--- src/rtl/pooling_controller.sv ---
// Purpose : walks a row-major feature map and drives an external 2x2/stride-2 average-pooling unit window by window.
// Latency : 4 fetch + 1 drain + Lf (pool) + Lc (clear) + 1 write cycles per window; done 1 cycle after the last write.
// Backpr. : stalls in POOL until pool_finish rises and in CLEAR until it falls; start is ignored while a pass is running.
//
// Ports:
//   clk, rst                  rising-edge clock, synchronous active-high reset
//   start / busy / done       pass control: start sampled in IDLE, busy during the pass, done is a 1-cycle pulse
//   in_rd_en/in_addr/in_data  input-map read port, data returns exactly 1 cycle after the strobe
//   pool_start/pool_w*        request and window pixels to the pooling unit (pixels frozen while requested)
//   pool_finish/pool_pixel    pooling unit result handshake
//   out_wr_en/out_addr/out_data  output-map write port, one write per window in row-major order

module pooling_controller #(
    parameter int IMG_W  = 28,
    parameter int IMG_H  = 28,
    parameter int DATA_W = 16,
    parameter int ADDR_W = 10
) (
    input  logic              clk,
    input  logic              rst,
    input  logic              start,
    output logic              busy,
    output logic              done,
    output logic              in_rd_en,
    output logic [ADDR_W-1:0] in_addr,
    input  logic [DATA_W-1:0] in_data,
    output logic              pool_start,
    output logic [DATA_W-1:0] pool_w00,
    output logic [DATA_W-1:0] pool_w01,
    output logic [DATA_W-1:0] pool_w10,
    output logic [DATA_W-1:0] pool_w11,
    input  logic              pool_finish,
    input  logic [DATA_W-1:0] pool_pixel,
    output logic              out_wr_en,
    output logic [ADDR_W-1:0] out_addr,
    output logic [DATA_W-1:0] out_data
);

    // Output map geometry. Odd trailing rows/columns of the input are simply never visited.
    localparam int OW = IMG_W / 2;
    localparam int OH = IMG_H / 2;
    localparam bit MAP_EMPTY = (OW == 0) || (OH == 0);

    localparam logic [ADDR_W-1:0] LAST_J   = ADDR_W'((OW > 0) ? OW - 1 : 0);
    localparam logic [ADDR_W-1:0] LAST_I   = ADDR_W'((OH > 0) ? OH - 1 : 0);
    localparam logic [ADDR_W-1:0] ROW_LEN  = ADDR_W'(IMG_W);
    localparam logic [ADDR_W-1:0] ROW_STEP = ADDR_W'(2 * IMG_W);
    localparam logic [ADDR_W-1:0] ONE      = ADDR_W'(1);
    localparam logic [ADDR_W-1:0] TWO      = ADDR_W'(2);

    localparam logic [2:0] ST_IDLE  = 3'd0;
    localparam logic [2:0] ST_FETCH = 3'd1;
    localparam logic [2:0] ST_DRAIN = 3'd2;
    localparam logic [2:0] ST_POOL  = 3'd3;
    localparam logic [2:0] ST_CLEAR = 3'd4;
    localparam logic [2:0] ST_WRITE = 3'd5;
    localparam logic [2:0] ST_DONE  = 3'd6;

    logic [2:0]        state_q;
    logic [2:0]        state_d;
    logic [1:0]        fetch_k;    // which of the four window pixels is being requested
    logic [ADDR_W-1:0] win_i;
    logic [ADDR_W-1:0] win_j;
    // Running address bases avoid a multiplier: row_base = 2*i*IMG_W, col_base = 2*j.
    logic [ADDR_W-1:0] row_base;
    logic [ADDR_W-1:0] col_base;
    // Sequential output index; with j-fastest traversal it always equals i*OW + j.
    logic [ADDR_W-1:0] out_idx;
    logic [ADDR_W-1:0] rd_addr;
    logic              last_win;

    assign last_win = (win_i == LAST_I) && (win_j == LAST_J);

    // k[1] selects the lower row of the window, k[0] the right column.
    assign rd_addr = row_base + col_base
                   + (fetch_k[1] ? ROW_LEN : '0)
                   + {{(ADDR_W-1){1'b0}}, fetch_k[0]};

    // ------------------------------------------------------------------
    // Next-state logic
    // ------------------------------------------------------------------
    always_comb begin
        state_d = state_q;
        case (state_q)
            ST_IDLE: begin
                if (start) begin
                    state_d = MAP_EMPTY ? ST_DONE : ST_FETCH;
                end
            end
            ST_FETCH: begin
                if (fetch_k == 2'd3) begin
                    state_d = ST_DRAIN;
                end
            end
            ST_DRAIN: begin
                state_d = ST_POOL;
            end
            ST_POOL: begin
                if (pool_finish) begin
                    state_d = ST_CLEAR;
                end
            end
            ST_CLEAR: begin
                if (!pool_finish) begin
                    state_d = ST_WRITE;
                end
            end
            ST_WRITE: begin
                state_d = last_win ? ST_DONE : ST_FETCH;
            end
            ST_DONE: begin
                state_d = ST_IDLE;
            end
            default: begin
                state_d = ST_IDLE;
            end
        endcase
    end

    // ------------------------------------------------------------------
    // State, counters and datapath registers
    // ------------------------------------------------------------------
    always_ff @(posedge clk) begin
        if (rst) begin
            state_q  <= ST_IDLE;
            fetch_k  <= 2'd0;
            win_i    <= '0;
            win_j    <= '0;
            row_base <= '0;
            col_base <= '0;
            out_idx  <= '0;
            out_data <= '0;
            pool_w00 <= '0;
            pool_w01 <= '0;
            pool_w10 <= '0;
            pool_w11 <= '0;
        end else begin
            state_q <= state_d;
            case (state_q)
                ST_IDLE: begin
                    if (start) begin
                        fetch_k  <= 2'd0;
                        win_i    <= '0;
                        win_j    <= '0;
                        row_base <= '0;
                        col_base <= '0;
                        out_idx  <= '0;
                    end
                end
                ST_FETCH: begin
                    fetch_k <= fetch_k + 2'd1;
                    // Read data lags the strobe by one cycle, so the pixel
                    // arriving now belongs to the previous request.
                    case (fetch_k)
                        2'd1:    pool_w00 <= in_data;
                        2'd2:    pool_w01 <= in_data;
                        2'd3:    pool_w10 <= in_data;
                        default: ;
                    endcase
                end
                ST_DRAIN: begin
                    pool_w11 <= in_data;
                end
                ST_POOL: begin
                    if (pool_finish) begin
                        out_data <= pool_pixel;
                    end
                end
                ST_WRITE: begin
                    if (!last_win) begin
                        fetch_k <= 2'd0;
                        out_idx <= out_idx + ONE;
                        if (win_j == LAST_J) begin
                            win_j    <= '0;
                            col_base <= '0;
                            win_i    <= win_i + ONE;
                            row_base <= row_base + ROW_STEP;
                        end else begin
                            win_j    <= win_j + ONE;
                            col_base <= col_base + TWO;
                        end
                    end
                end
                default: ;
            endcase
        end
    end

    // ------------------------------------------------------------------
    // Outputs decoded from the registered state, so a reset clears them
    // on the very next cycle.
    // ------------------------------------------------------------------
    assign busy       = (state_q != ST_IDLE) && (state_q != ST_DONE);
    assign done       = (state_q == ST_DONE);
    assign in_rd_en   = (state_q == ST_FETCH);
    assign in_addr    = (state_q == ST_FETCH) ? rd_addr : '0;
    assign pool_start = (state_q == ST_POOL);
    assign out_wr_en  = (state_q == ST_WRITE);
    assign out_addr   = out_idx;

endmodule

--- config.mk ---
export PLATFORM = sky130hd
export DESIGN_NAME = pooling_controller
export DESIGN_NICKNAME = d
export VERILOG_FILES = /design/src/rtl/pooling_controller.sv
export SDC_FILE = /design/constraint.sdc
export NUM_CORES = 1
export LEC_CHECK = 0
export CAP_MARGIN = 0
export CORE_MARGIN = 10
export CORE_UTILIZATION = 45
export DETAILED_ROUTE_END_ITERATION = 10
export PLACE_DENSITY = 0.76
export SLEW_MARGIN = 10
export SYNTH_ARGS = -nofsm -noshare
export SYNTH_HDL_FRONTEND = slang
export SYNTH_SLANG_ARGS = --single-unit
--- constraint.sdc ---
create_clock -name clk -period 3.05 [get_ports clk]
set_clock_uncertainty 0.15 [all_clocks]
set_input_delay 0.61 -clock clk [delete_from_list [all_inputs] [get_ports clk]]
set_output_delay 0.61 -clock clk [all_outputs]
set_load 0.005 [all_outputs]
# ---- Word-level counts from Yosys, hierarchy flattened
# Cells that the tools add are included.
dict set report totals {
  ff_bits 135
  in_bits 36
  output_inout_bits 105
  elab_cells 79
}
dict set report op_classes {
  n_addsub 9
  eq_ne 18
  n_mux 26
  reduce_logical 14
}
# cell n
set ops {}
lappend ops {{10-bit 2-to-1 mux} 11}
lappend ops {{10-bit case mux with 2 select lines} 5}
lappend ops {{10-bit by 1-bit adder with 10-bit output, second input constant} 3}
lappend ops {{10-bit by 4-bit equality test with 1-bit output, second input constant} 2}
lappend ops {{3-bit case mux with 6 select lines} 1}
lappend ops {{3-bit 2-to-1 mux} 5}
lappend ops {{10-bit by 1-bit adder with 10-bit output} 1}
lappend ops {{10-bit adder} 1}
lappend ops {{10-bit by 2-bit adder with 10-bit output, second input constant} 1}
lappend ops {{10-bit by 5-bit adder with 10-bit output} 1}
lappend ops {{10-bit by 6-bit adder with 10-bit output, second input constant} 1}
lappend ops {{3-bit equality test, second input constant} 3}
lappend ops {{2-bit AND reduction} 4}
lappend ops {{4-bit AND reduction} 2}
lappend ops {{3-bit by 2-bit equality test with 1-bit output, second input constant} 2}
lappend ops {{2-bit by 1-bit != test with 1-bit output, second input constant} 3}
lappend ops {{2-bit != test, second input constant} 3}
lappend ops {{2-bit case mux with 3 select lines} 1}
lappend ops {{3-bit AND reduction} 2}
lappend ops {{3-bit nonzero test} 2}
lappend ops {{5-bit 2-to-1 mux} 1}
lappend ops {{2-bit equality test, second input constant} 2}
lappend ops {{2-bit 2-to-1 mux} 2}
lappend ops {{3-bit by 1-bit equality test with 1-bit output, second input constant} 1}
lappend ops {{6 further kinds} 7}

# ---- Depth between registers and ports, before layout
dict set report logic_depth {
  word_depth 4
  mapped_depth 10
  ltp_nobuf 7
}

# ---- Worst setup path before layout
# OpenSTA, ideal clock, no wires.
dict set report synth_timing {
  path_type {reg2out}
  from {register fetch_k[1]}
  to {output port in_addr[9]}
  t_arrival_ns 2.239
  t_required_ns 2.290
  slack_ns 0.051
  stages_incl_launch_ff 8
  path_buffers 0
  cell_sequence {dfxtp_1 > fa_1 > ha_1 > inv_1 > o21ai_0 > a2111oi_0 > or4_1 > a21oi_1}
}
dict set report synth_via {
  elab_chain_len 4
}
# item line
set synth_lines {}
lappend synth_lines {{from (decl)} 61} ;# logic [1:0] fetch_k;
lappend synth_lines {{from (signal assigned)} 151} ;# fetch_k <= fetch_k + 2'd1;
lappend synth_lines {{5-bit 2-to-1 mux} 76} ;# + (fetch_k[1] ? ROW_LEN : '0)
lappend synth_lines {{10-bit by 5-bit adder with 10-bit output} 76}
lappend synth_lines {{10-bit by 1-bit adder with 10-bit output} 77} ;# + {{(ADDR_W-1){1'b0}}, fetch_k[0]};
lappend synth_lines {{10-bit 2-to-1 mux} 196} ;# assign in_addr = (state_q == ST_FETCH) ? rd_addr : '0;
lappend synth_lines {{to (decl)} 25} ;# output logic [ADDR_W-1:0] in_addr,
# No other way between the ends.

# ---- Worst setup path after layout
dict set report layout_timing {
  from {register col_base[4]}
  to {output port in_addr[9]}
}
dict set report layout_via {
  elab_chain_len 4
}
# item line
set layout_lines {}
lappend layout_lines {{from (decl)} 66} ;# logic [ADDR_W-1:0] col_base;
lappend layout_lines {{from (signal assigned)} 180} ;# col_base <= col_base + TWO;
lappend layout_lines {{10-bit adder} 75} ;# assign rd_addr = row_base + col_base
lappend layout_lines {{10-bit by 5-bit adder with 10-bit output} 76}
lappend layout_lines {{10-bit by 1-bit adder with 10-bit output} 77}
lappend layout_lines {{10-bit 2-to-1 mux} 196}
# No other way between the ends.

==> qor.csv <==
metric;value;unit
hpwl dp;11900;um
Max Cap Viol;0;
fin nets;957;
Core ar.;13100;um^2
vias;5710;
RSZ-0062 raised after global routing;true;
GPL Wtd Cong;0.807;
global route hottest layer;met2;
Crit Path Category;register to output pin;
setup TNS;-0.805;ns
top cell family by delay on the critical path;adder cells;
Crit Path Max Fanout;2;
# DRC;0;
first-pass GRT wire length;27200;um
FFs w/ async S/R, synth;0;
yosys warns;0;
met2 GRT Util;0.291;
Final Power;0.00423;W
clk slew on worst S/H paths;0.05;ns
critical path arrival;2.58;ns
clk sink count;131;
grt ovf;0;
R2R Setup Slk;0.44;ns
Cell Area, Synth;6000;um^2
fin util;0.642;
post-synthesis mux area share;0.0154;
slowest stage delay, CP;0.52;ns
Initial Util;0.457;
pwr dens;501;nW/um^2
#FFs+latches synth;131;
Fmax;299;MHz
crit path capture type;output pin;
synth cell count leaders;190 x nand2_1, 131 x dfxtp_1, 114 x a21oi_1;
Ports;141;
largest area contributor in the netlist;dfxtp_1;
post-synth top area share;0.437;
largest family of logic cells by synthesized area;simple AND/OR/NAND/NOR gates;
crit path cell chain;fa_1 -> ha_4 -> inv_2 -> o21ai_4 -> a2111oi_2 -> or4_1 -> a21oi_1 -> buf_2;
drt first-iter violations;370;
met1 Track Usage GR;0.223;
sink of the worst hold path;pool_w11[2];
final setup violation count;4;
CTS Root Cell;clkbuf_16;
Area growth syn-to-layout;40.5;%
Fin Hold WS;0.302;ns
fill count;1106;
FP Rows;42;
Final ANT Viol Nets;0;
Adder-Cell Fraction of Synth Area;0.0546;
First-pass DRT Iterations;7;
xor-xnor portion of the synthesized cell area;0.0204;
outcome;complete, but fails checks;
Slew Viols, Final;0;
ranking of synthesized cells by area;dfxtp_1 44%, nand2_1 12%, a21oi_1 9.5%, ha_1 4.8%, clkbuf_1 2.5%;
Die X;136;um
final number of hold-violating endpoints;0;
Lkg Pwr;2.97;nW
failing checks;setup timing;
syn avg cell area;8.04;um^2
final critical-path setup slack;-0.293;ns
Post-Syn Nets;808;
worst r2r path cells;7;
Die H;136;um
post-synthesis simple-gate area fraction;0.268;
FF-to-FF End;col_base[6];
Clk Latency, worst-skew pair;0.41;ns
Worst-Margin Slew;1.16;ns
Final Cycle Share;1.10;
Bufs on Longest Clock Path;2;
Tot GR Track Use;0.183;
vias in the first global route;5296;
prevailing post-synth register cell;dfxtp_1;
vias per std cell;5.27;
CTS tree;done;
pre-CTS setup slack;-0.463;ns
die footprint;18400;um^2
Worst Path Buf+Inv;2;
Total Wirelength;17400;um
Port Buffers;140;
Synth cell types;55;
count leader, synth;nand2_1;
routed length per instance;16.1;um
largest net degree at the start of global routing;69;
Hold Startpoint;pool_w11[2];
Final Critical Period;3.34;ns
post-synthesis sequential area ratio;0.437;
worst vdd ir;0.402;mV
min-delay worst type;register to register;
Post-synth EDFFs;0;
reg2reg start;win_j[1];
ratio of cells with drive above 1 in the final layout;0.122;
Setup crit start kind;register;
initial antenna violation count;0;
# diodes;0;
H-Tree Level Count;4;
Critical-path top delay cell;fa_1;
hold path depth;2;
met3 global-route usage;0.0605;
Worst EP required;2.29;ns
# hold bufs at CTS;0;
Post-Synthesis Cells;747;
Slew Limit Headroom;0.225;
CTS Buf Count;17;
post-synthesis compound-gate area fraction;0.159;
how the worst max path moves through the flow:
stage | slack (ns) | startpoint | cells after the start | end
CTS | -0.30 | col_base[4] | 8 | in_addr[9]
global route | -0.39 | col_base[4] | 8 | in_addr[9]
detailed placement | -0.46 | fetch_k[1] | 8 | in_addr[9]
global placement | -0.45 | fetch_k[1] | 8 | in_addr[9]
floorplan | 0.05 | fetch_k[1] | 7 | in_addr[9]
finish | -0.29 | col_base[4] | 8 | in_addr[9]
routing by layer:
metal,wire [um],part of all wire,vias up
li1,-,-,2886
met1,7660,0.44,2660
met2,8280,0.48,142
met3,1080,0.062,22
met4,376,0.022,0
met5,0,0,-
timing repair:
action | CTS | global route
gates resized for setup | 43 | 13
pin swaps | 16 | 7
setup buffers | 2 | 3
setup endpoints to repair | 7 | 11
per-stage QoR:
step,cells,area (um^2)
floorplan,747,6000
global placement,1048,7680
global route,1083,8430
finish,1083,8430
CTS,1080,8350
detailed placement,1048,7680
where the power goes:
part | leakage (nW) | switching, W | internal [W]
Sequential | 1.06 | 0.0000304 | 0.00174
Combinational | 1.63 | 0.000225 | 0.000189
Clock | 0.283 | 0.000763 | 0.00128
logic make-up after synthesis:
kind of cell | after synthesis
AND/OR/NAND/NOR | 333
AO/OA/AOI/OAI | 168
flip-flops | 131
buffers and inverters | 66
adder cells (fa/ha/maj) | 25
XOR/XNOR | 14
multiplexers | 9
other | 1
layout by cell type (no fill, tap or decap), types with 3 or more instances in the layout:
cell type,instances
bufinv_16,3
nor2_1,28
a211oi_1,7
dfxtp_1,127
nor3_1,10
a31oi_1,3
mux2i_1,7
and3_1,7
a21oi_1,112
nand3_1,19
o31ai_1,9
ha_1,20
clkbuf_16,17
o41ai_1,3
or4_1,13
clkinv_4,3
nor4_2,5
or3_1,15
buf_2,5
o211ai_1,4
ha_4,3
buf_4,37
and2_1,13
nand4_1,7
clkdlybuf4s50_1,132
nand2b_1,4
inv_1,14
nand2_1,190
dfxtp_2,3
o21ai_0,13
xnor2_1,11
cell type report:
cell class | instances | area [um^2] | share of cell area
well taps | 176 | 220 | 0.0261
inverters | 16 | 60.1 | 0.00712
flip-flops and latches | 131 | 2630 | 0.312
clock inverters | 12 | 159 | 0.0188
repair buffers | 180 | 1690 | 0.200
multi-input cells | 550 | 3250 | 0.385
clock buffers | 18 | 429 | 0.0509
state kept, by name, summed over array words and instances (netlist names):
register,cells
win_j,10
row_base,7
pool_w11,16
pool_w01,16
fetch_k,2
pool_w00,16
col_base,9
win_i,10
out_addr,10
pool_w10,16
state_q,3
out_data,16
worst min-delay path: stages (launching register included):
cell and delay, ns:
dfxtp_1 0.30, nand2_1 0.05, a21oi_1 0.05
Power figures use the tool's default switching activity.
